<file path="config.mk">
export PLATFORM = sky130hd
export DESIGN_NAME = grant_burst_mux
export DESIGN_NICKNAME = d
export VERILOG_FILES = /design/src/rtl/arb_pkg.sv /design/src/rtl/grant_decode.sv /design/src/rtl/grant_burst_mux.sv
export SDC_FILE = /design/constraint.sdc
export NUM_CORES = 1
export LEC_CHECK = 0
export BUFFER_PORTS_ARGS = -buffer_cell sky130_fd_sc_hd__buf_4
export CAP_MARGIN = 20
export CORE_MARGIN = 2
export CORE_UTILIZATION = 42
export DETAILED_ROUTE_END_ITERATION = 8
export PLACE_DENSITY = 0.76
export SYNTH_ARGS = -nofsm -noshare
export SYNTH_HDL_FRONTEND = slang
export SYNTH_HIERARCHICAL = 1
export SYNTH_SLANG_ARGS = --single-unit
</file>
<file path="constraint.sdc">
create_clock -name clk -period 2.17 [get_ports clk]
set_input_delay 0.217 -clock clk [delete_from_list [all_inputs] [get_ports clk]]
set_output_delay 0.217 -clock clk [all_outputs]
set_load 0.05 [all_outputs]
</file>
<file path="src/rtl/arb_pkg.sv">
// arb_pkg: shared arbiter constants, FSM encoding and one-hot index helper
package arb_pkg;
  localparam int NUM_REQ = 4;
  localparam int REQ_IDXW = (NUM_REQ > 1) ? $clog2(NUM_REQ) : 1;
  typedef enum logic {IDLE = 1'b0, XFER = 1'b1} state_t;
  function automatic int onehot_lowest_idx(input logic [31:0] v);
    int idx;
    idx = 0;
    for (int i = 31; i >= 0; i--) if (v[i]) idx = i;
    return idx;
  endfunction
endpackage

</file>
<file path="src/rtl/grant_decode.sv">
// grant_decode: maps a grant vector to owner index, valid and multi-hot flag
//   i_gnt: grant vector; o_idx: lowest set index; o_vld: any bit set; o_multi: more than one bit set
module grant_decode
  import arb_pkg::*;
#(
  parameter int NUM  = NUM_REQ,
  parameter int IDXW = REQ_IDXW
) (
  input  logic [NUM-1:0]  i_gnt,
  output logic [IDXW-1:0] o_idx,
  output logic            o_vld,
  output logic            o_multi
);
  always_comb begin
    o_idx = IDXW'(onehot_lowest_idx(32'(i_gnt)));
    o_vld = |i_gnt;
    o_multi = |(i_gnt & (i_gnt - 1'b1));
  end
endmodule

</file>
<file path="src/rtl/grant_burst_mux.sv">
// grant_burst_mux: latches the granted requester and forwards its burst to one registered output
//   gnt/hold: arbiter handshake; in_*: per-requester beats; out_*: registered output beat;
//   err_multi_gnt: sticky flag for a multi-hot grant taken in IDLE
module grant_burst_mux
  import arb_pkg::*;
#(
  parameter int NUM       = NUM_REQ,
  parameter int DW        = 8,
  parameter int MAX_BEATS = 16,
  parameter int IDXW      = REQ_IDXW
) (
  input  logic              clk,
  input  logic              reset,
  input  logic [NUM-1:0]    gnt,
  input  logic [NUM*DW-1:0] in_data,
  input  logic [NUM-1:0]    in_valid,
  input  logic [NUM-1:0]    in_last,
  output logic [NUM-1:0]    in_ready,
  output logic [DW-1:0]     out_data,
  output logic              out_valid,
  output logic              out_last,
  output logic [IDXW-1:0]   out_src,
  input  logic              out_ready,
  output logic              hold,
  output logic              err_multi_gnt
);
  localparam int CW = (MAX_BEATS > 1) ? $clog2(MAX_BEATS) : 1;
  state_t r_state;
  logic [IDXW-1:0] r_owner;
  logic [CW-1:0] r_cnt;
  logic [IDXW-1:0] w_idx;
  logic w_gvld, w_multi, w_free, w_accept, w_last;
  logic [DW-1:0] w_data;
  grant_decode #(.NUM(NUM), .IDXW(IDXW)) u_dec (
    .i_gnt(gnt),
    .o_idx(w_idx),
    .o_vld(w_gvld),
    .o_multi(w_multi)
  );
  always_comb begin
    w_free = ~out_valid | out_ready;
    w_data = in_data[r_owner*DW +: DW];
    w_accept = (r_state == XFER) & in_valid[r_owner] & w_free;
    // forced last on the MAX_BEATS-th beat so a runaway requester cannot hog the bus
    w_last = in_last[r_owner] | (r_cnt == CW'(MAX_BEATS - 1));
    in_ready = (r_state == XFER && w_free) ? NUM'(1) << r_owner : '0;
  end
  always_ff @(posedge clk or posedge reset) begin
    if (reset) begin
      r_state <= IDLE;
      r_owner <= '0;
      r_cnt <= '0;
      hold <= 1'b0;
      err_multi_gnt <= 1'b0;
      out_data <= '0;
      out_valid <= 1'b0;
      out_last <= 1'b0;
      out_src <= '0;
    end else begin
      if (r_state == IDLE && w_gvld) begin
        r_state <= XFER;
        hold <= 1'b1;
        r_owner <= w_idx;
        r_cnt <= '0;
        err_multi_gnt <= err_multi_gnt | w_multi;
      end
      if (w_accept) begin
        out_data <= w_data;
        out_src <= r_owner;
        out_valid <= 1'b1;
        out_last <= w_last;
        r_cnt <= r_cnt + 1'b1;
        if (w_last) begin
          r_state <= IDLE;
          hold <= 1'b0;
        end
      end else if (out_ready) out_valid <= 1'b0;
    end
  end
endmodule

</file>
# Word level (Yosys, flattened, before mapping)
# Index checks and enable logic that the tools add are counted.
[classes]
bitwise_logic = 8
addsub = 2
n_eq_ne = 1
n_mux = 19
n_reduce_logical = 6
n_lt_le_gt_ge = 1
n_shift = 2
[ops]
columns = ["op", "n"]
rows = [
  ["$shiftx 32x6->8", 1],
  ["$mux 4", 3],
  ["$mux 1", 10],
  ["$mux 2", 4],
  ["$reduce_or 4->1", 2],
  ["$add 4x1->4 const B", 1],
  ["$and 4x4->4", 1],
  ["$bmux 1 s2", 2],
  ["$eq 4x4->1 const B", 1],
  ["$reduce_bool 2->1", 2],
  ["$shl 1x2->4 const A", 1],
  ["$sub 4x1->4 const B", 1],
  ["$lt 2x3->1 const B", 1],
  ["$or 1x1->1", 3],
  ["$and 1x1->1", 2],
  ["$logic_and 1x1->1", 2],
  ["$not 1->1", 2],
]
[word_totals]
wordCells = 48
input_bits = 47
out_inout_bits = 18
ff_bits = 21

# Depth between registers and ports, before layout
[depth]
ltp_word = 5
mapped_depth = 5
mapped_depth_nobuf = 5

# Hierarchy
# The synthesis kept the hierarchy.
[by_module_without_submodules]
columns = ["mod", "instances", "seq_area_each_um2", "area_per_inst_um2", "cells_per_inst"]
rows = [
  ["grant_burst_mux", 1, 525.5, 1172.4, 81],
  ["grant_decode", 1, 0.0, 47.5, 10],
]

# Worst setup path before layout
# OpenSTA, ideal clock, no wires.
[synth_timing]
path_type = "register to output"
from = "register out_valid"
to = "output port in_ready[0]"
path_stages_with_launch = 4
t_arrival_ns = 1.980
path_buffers = 0
t_required_ns = 1.953
setup_slack_ns = -0.027
path_cell_list = "dfrtp_1 nand2b_1 nand2_1 nor3_1"
[synth_via]
elab_chain_len = 4
[synth_rtl]
columns = ["item", "line_no", "rtl"]
rows = [
  ["start, declared", "grant_burst_mux.sv:20", "output logic out_valid,"],
  ["start signal, assigned", "grant_burst_mux.sv:56", "out_valid <= 1'b0;"],
  ["start signal, assigned", "grant_burst_mux.sv:70", "out_valid <= 1'b1;"],
  ["start signal, assigned", "grant_burst_mux.sv:77", "end else if (out_ready) out_valid <= 1'b0;"],
  ["$not 1->1", "grant_burst_mux.sv:41", "w_free = ~out_valid | out_ready;"],
  ["$or 1x1->1", "grant_burst_mux.sv:41", ""],
  ["$logic_and 1x1->1", "grant_burst_mux.sv:46", "in_ready = (r_state == XFER && w_free) ? NUM'(1) << r_owner : '0;"],
  ["$mux 4", "grant_burst_mux.sv:46", ""],
  ["end, declared", "grant_burst_mux.sv:18", "output logic [NUM-1:0] in_ready,"],
]
# No other way between the ends.

# Worst setup path in the final report
[layout_timing]
from = "register r_owner[1]"
to = "output port in_ready[2]"
[layout_via]
elab_chain_len = 2
[layout_rtl]
columns = ["item", "line_no", "rtl"]
rows = [
  ["start, declared", "grant_burst_mux.sv:29", "logic [IDXW-1:0] r_owner;"],
  ["start signal, assigned", "grant_burst_mux.sv:63", "r_owner <= w_idx;"],
  ["$shl 1x2->4", "grant_burst_mux.sv:46", ""],
  ["$mux 4", "grant_burst_mux.sv:46", ""],
]
# No other way between the ends.

==> impl_metrics.toml <==
[timing]
drv_slew = 0
worst_pin_slew_ps = 820
worst_clock_skew_ps = 18.8
hold_ws_ps = 30.6
fmax_mhz = 569
relSlewSlack_pct = 45.3
setup_violations = 0
setup_ws_ps = 414
finalHoldViolCount = 0
rsz0062_at_grt = "no"
period_needed_ps = 1760
fin_crit_sh_pct = 80.9

[power_and_ir_drop]
p_leak_nw = 0.842
total_power_mw = 2.57
power_density_mw_per_mm2 = 1470
irDropWorstVdd_mv = 1.06

[logic_synthesis]
synth_seq_cells = 21
yosysSeqAreaShare_pct = 43.1
syn-instance-count = 91
synth_area_mm2 = 0.00122
yosysWarnings = 6
syn_nets = 139
synth.distinct_cells = 29
avgSynthCellArea_um2 = 13.4

[worst_setup_path]
cp_max_fo = 13
path_common_cell = "buf_4"
r2r_setup_slack_ps = 440
max_stage_delay_ps = 400
end_kind = "output port"
crit_chain = "buf_4 > inv_1 > nor3_1 > buf_4"
ff2ff_path_depth = 3
arrival_ps = 1540
cp-startpoint = "r_owner[1]"
worstPathRequired_ps = 1950
worstSetupPathType = "flop to output port"
cp-start-kind = "flop"
r2r_end = "out_data[4]"
r2r_start = "r_owner[0]"
slowest_stage = "dfrtp_1"

[clock_tree]
cts_root_buffer = "clkbuf_4"
clkSlewWorstSetupHoldPaths_ps = 140
clk_path_buf_depth = 2
holdBufCountCts = 0
ctsResizeCount = 0
cts_buffers = 3
cts_setup_buffers = 0
cts_sinks = 21
cts_tree = "yes"
insertion_delay_ps = 330
h-tree-depth = 1

[place]
pre_cts_ws_ps = 442
port-buffer-count = 64
gp_congestion = 0.770
hpwl_um = 2450
dp.cells = 184

[floorplanning]
rows = 19
core_area_mm2 = 0.00276
fp.dieH_um = 57.9
initial_core_util_pct = 44.2
io_pins = 65
dieArea_mm2 = 0.00335
die_w_um = 57.9

[layout]
postLayoutCoreUtil_pct = 63.4
diodes = 0
final_cells = 188
nets = 206
drive_gt1_share_pct = 58.0
areaGrowthSynthToFinish_pct = 43.3

[detailed_routing]
wire_per_inst_um = 16.3
wl_um = 3070
num_vias = 1035
antenna_left = 0
first_iter_violations = 13
drc_errors = 0
via_per_inst = 5.51
drtPass1Iterations = 4

[run]
max_cap_viol_count = 0

[grt]
grt_max_degree = 22
grt_pass1_wl_um = 5090
track_usage_pct = 20.1
antenna_found_initial = 0
grt_pass1_vias = 1133
grt_overflow = 0

[min_path]
min_path_type = "primary input to asynchronous set/reset pin"

[run_status]
status = "complete, no violations"
## final cells by class
cell class                      count  area (µm²)
Fill cell                         227        1010
Clock inverter                      1        7.51
Timing Repair Buffer               67         503
Inverter                            6        22.5
Multi-Input combinational cell     59         628
Sequential cell                    21         526
Tap cell                           31        38.8
Clock buffer                        3        22.5
## cells in the mapped netlist
| library cell | count | area [µm²] |
|---|---|---|
| a211oi_1 | 1 | 7.51 |
| a21o_1 | 1 | 7.51 |
| a21oi_1 | 2 | 10.0 |
| a31o_2 | 1 | 8.76 |
| a31oi_1 | 1 | 6.26 |
| buf_12 | 1 | 20.0 |
| buf_2 | 1 | 5.00 |
| buf_6 | 1 | 11.3 |
| clkbuf_1 | 2 | 7.51 |
| dfrtp_1 | 21 | 526 |
| ha_1 | 1 | 12.5 |
| inv_1 | 6 | 22.5 |
| mux2_2 | 8 | 90.1 |
| mux2_4 | 4 | 60.1 |
| mux2i_1 | 2 | 20.0 |
| mux4_1 | 4 | 105 |
| mux4_2 | 6 | 135 |
| nand2_1 | 5 | 18.8 |
| nand2b_1 | 2 | 12.5 |
| nand3_1 | 2 | 10.0 |
| nand3_4 | 1 | 17.5 |
| nor2_1 | 4 | 15.0 |
| nor2b_1 | 4 | 25.0 |
| nor3_1 | 3 | 15.0 |
| o2111ai_1 | 1 | 8.76 |
| o21ai_0 | 2 | 10.0 |
| o22a_1 | 2 | 17.5 |
| o22ai_1 | 1 | 6.26 |
| xnor2_1 | 1 | 8.76 |
## layer usage
metal  GRT usage, %  up-vias  part of all wire [%]
met3           5.80        7                   6.6
met4           4.65        0                   1.0
met1           21.0      518                    34
li1               -      471                     -
met5              0        -                     0
met2           39.0       39                    58
## cell usage in the layout (no fill, tap or decap), types with 3 or more instances in the layout
cell / n
clkbuf_4: 3
nor2b_1: 4
buf_4: 67
nor2_1: 4
mux2_4: 4
nand2_1: 5
mux4_1: 4
inv_1: 6
nor3_1: 3
dfrtp_1: 21
mux4_2: 6
mux2_2: 8
## registers in the layout, indices dropped and copies added, names as in the netlist
register,count
out_data,8
out_valid,1
err_multi_gnt,1
out_src,2
r_owner,2
hold,1
out_last,1
r_cnt,4
r_state,1
## kinds of logic after synthesis
| kind of cell | after synthesis | share of synthesized area, % |
|---|---|---|
| mux | 24 | 33.6 |
| flops | 21 | 43.1 |
| simple gates | 21 | 9.33 |
| buf+inv | 11 | 5.44 |
| xor+xnor | 1 | 0.718 |
| compound gates | 12 | 6.77 |
| fa+ha+maj | 1 | 1.03 |
## metrics by stage
| stage | setup TNS (ps) | area, µm² |
|---|---|---|
| after global routing | 0 | 1750 |
| after floorplan | -53.5 | 1220 |
| after detailed placement | 0 | 1720 |
| final | 0 | 1750 |
| after CTS | 0 | 1750 |
| after global placement | 0 | 1720 |
## report_power, final
part	leakage (nW)	internal, mW	switching, mW
logic	0.578	0.695	0.965
clock network	0.0139	0.0706	0.137
registers	0.251	0.569	0.130
## how the worst max path moves through the flow
| stage | endpoint | slack (ps) | cells after the start |
|---|---|---|---|
| 2_1_floorplan | in_ready[0] | -30 | 3 |
| 5_1_grt | in_ready[2] | 320 | 4 |
| 6_report | in_ready[2] | 410 | 4 |
| 3_5_place_dp | out_data[4] | 440 | 3 |
| 4_1_cts | out_data[4] | 420 | 3 |
| 3_3_place_gp | out_data[2] | 500 | 3 |
## worst max-delay path, delay by kind of cell (launching register included)
family | cells | cell delay [ps]
buffers and inverters | 3 | 570
flip-flops | 1 | 400
AND/OR/NAND/NOR | 1 | 250
(Power assumes the default switching activity.)
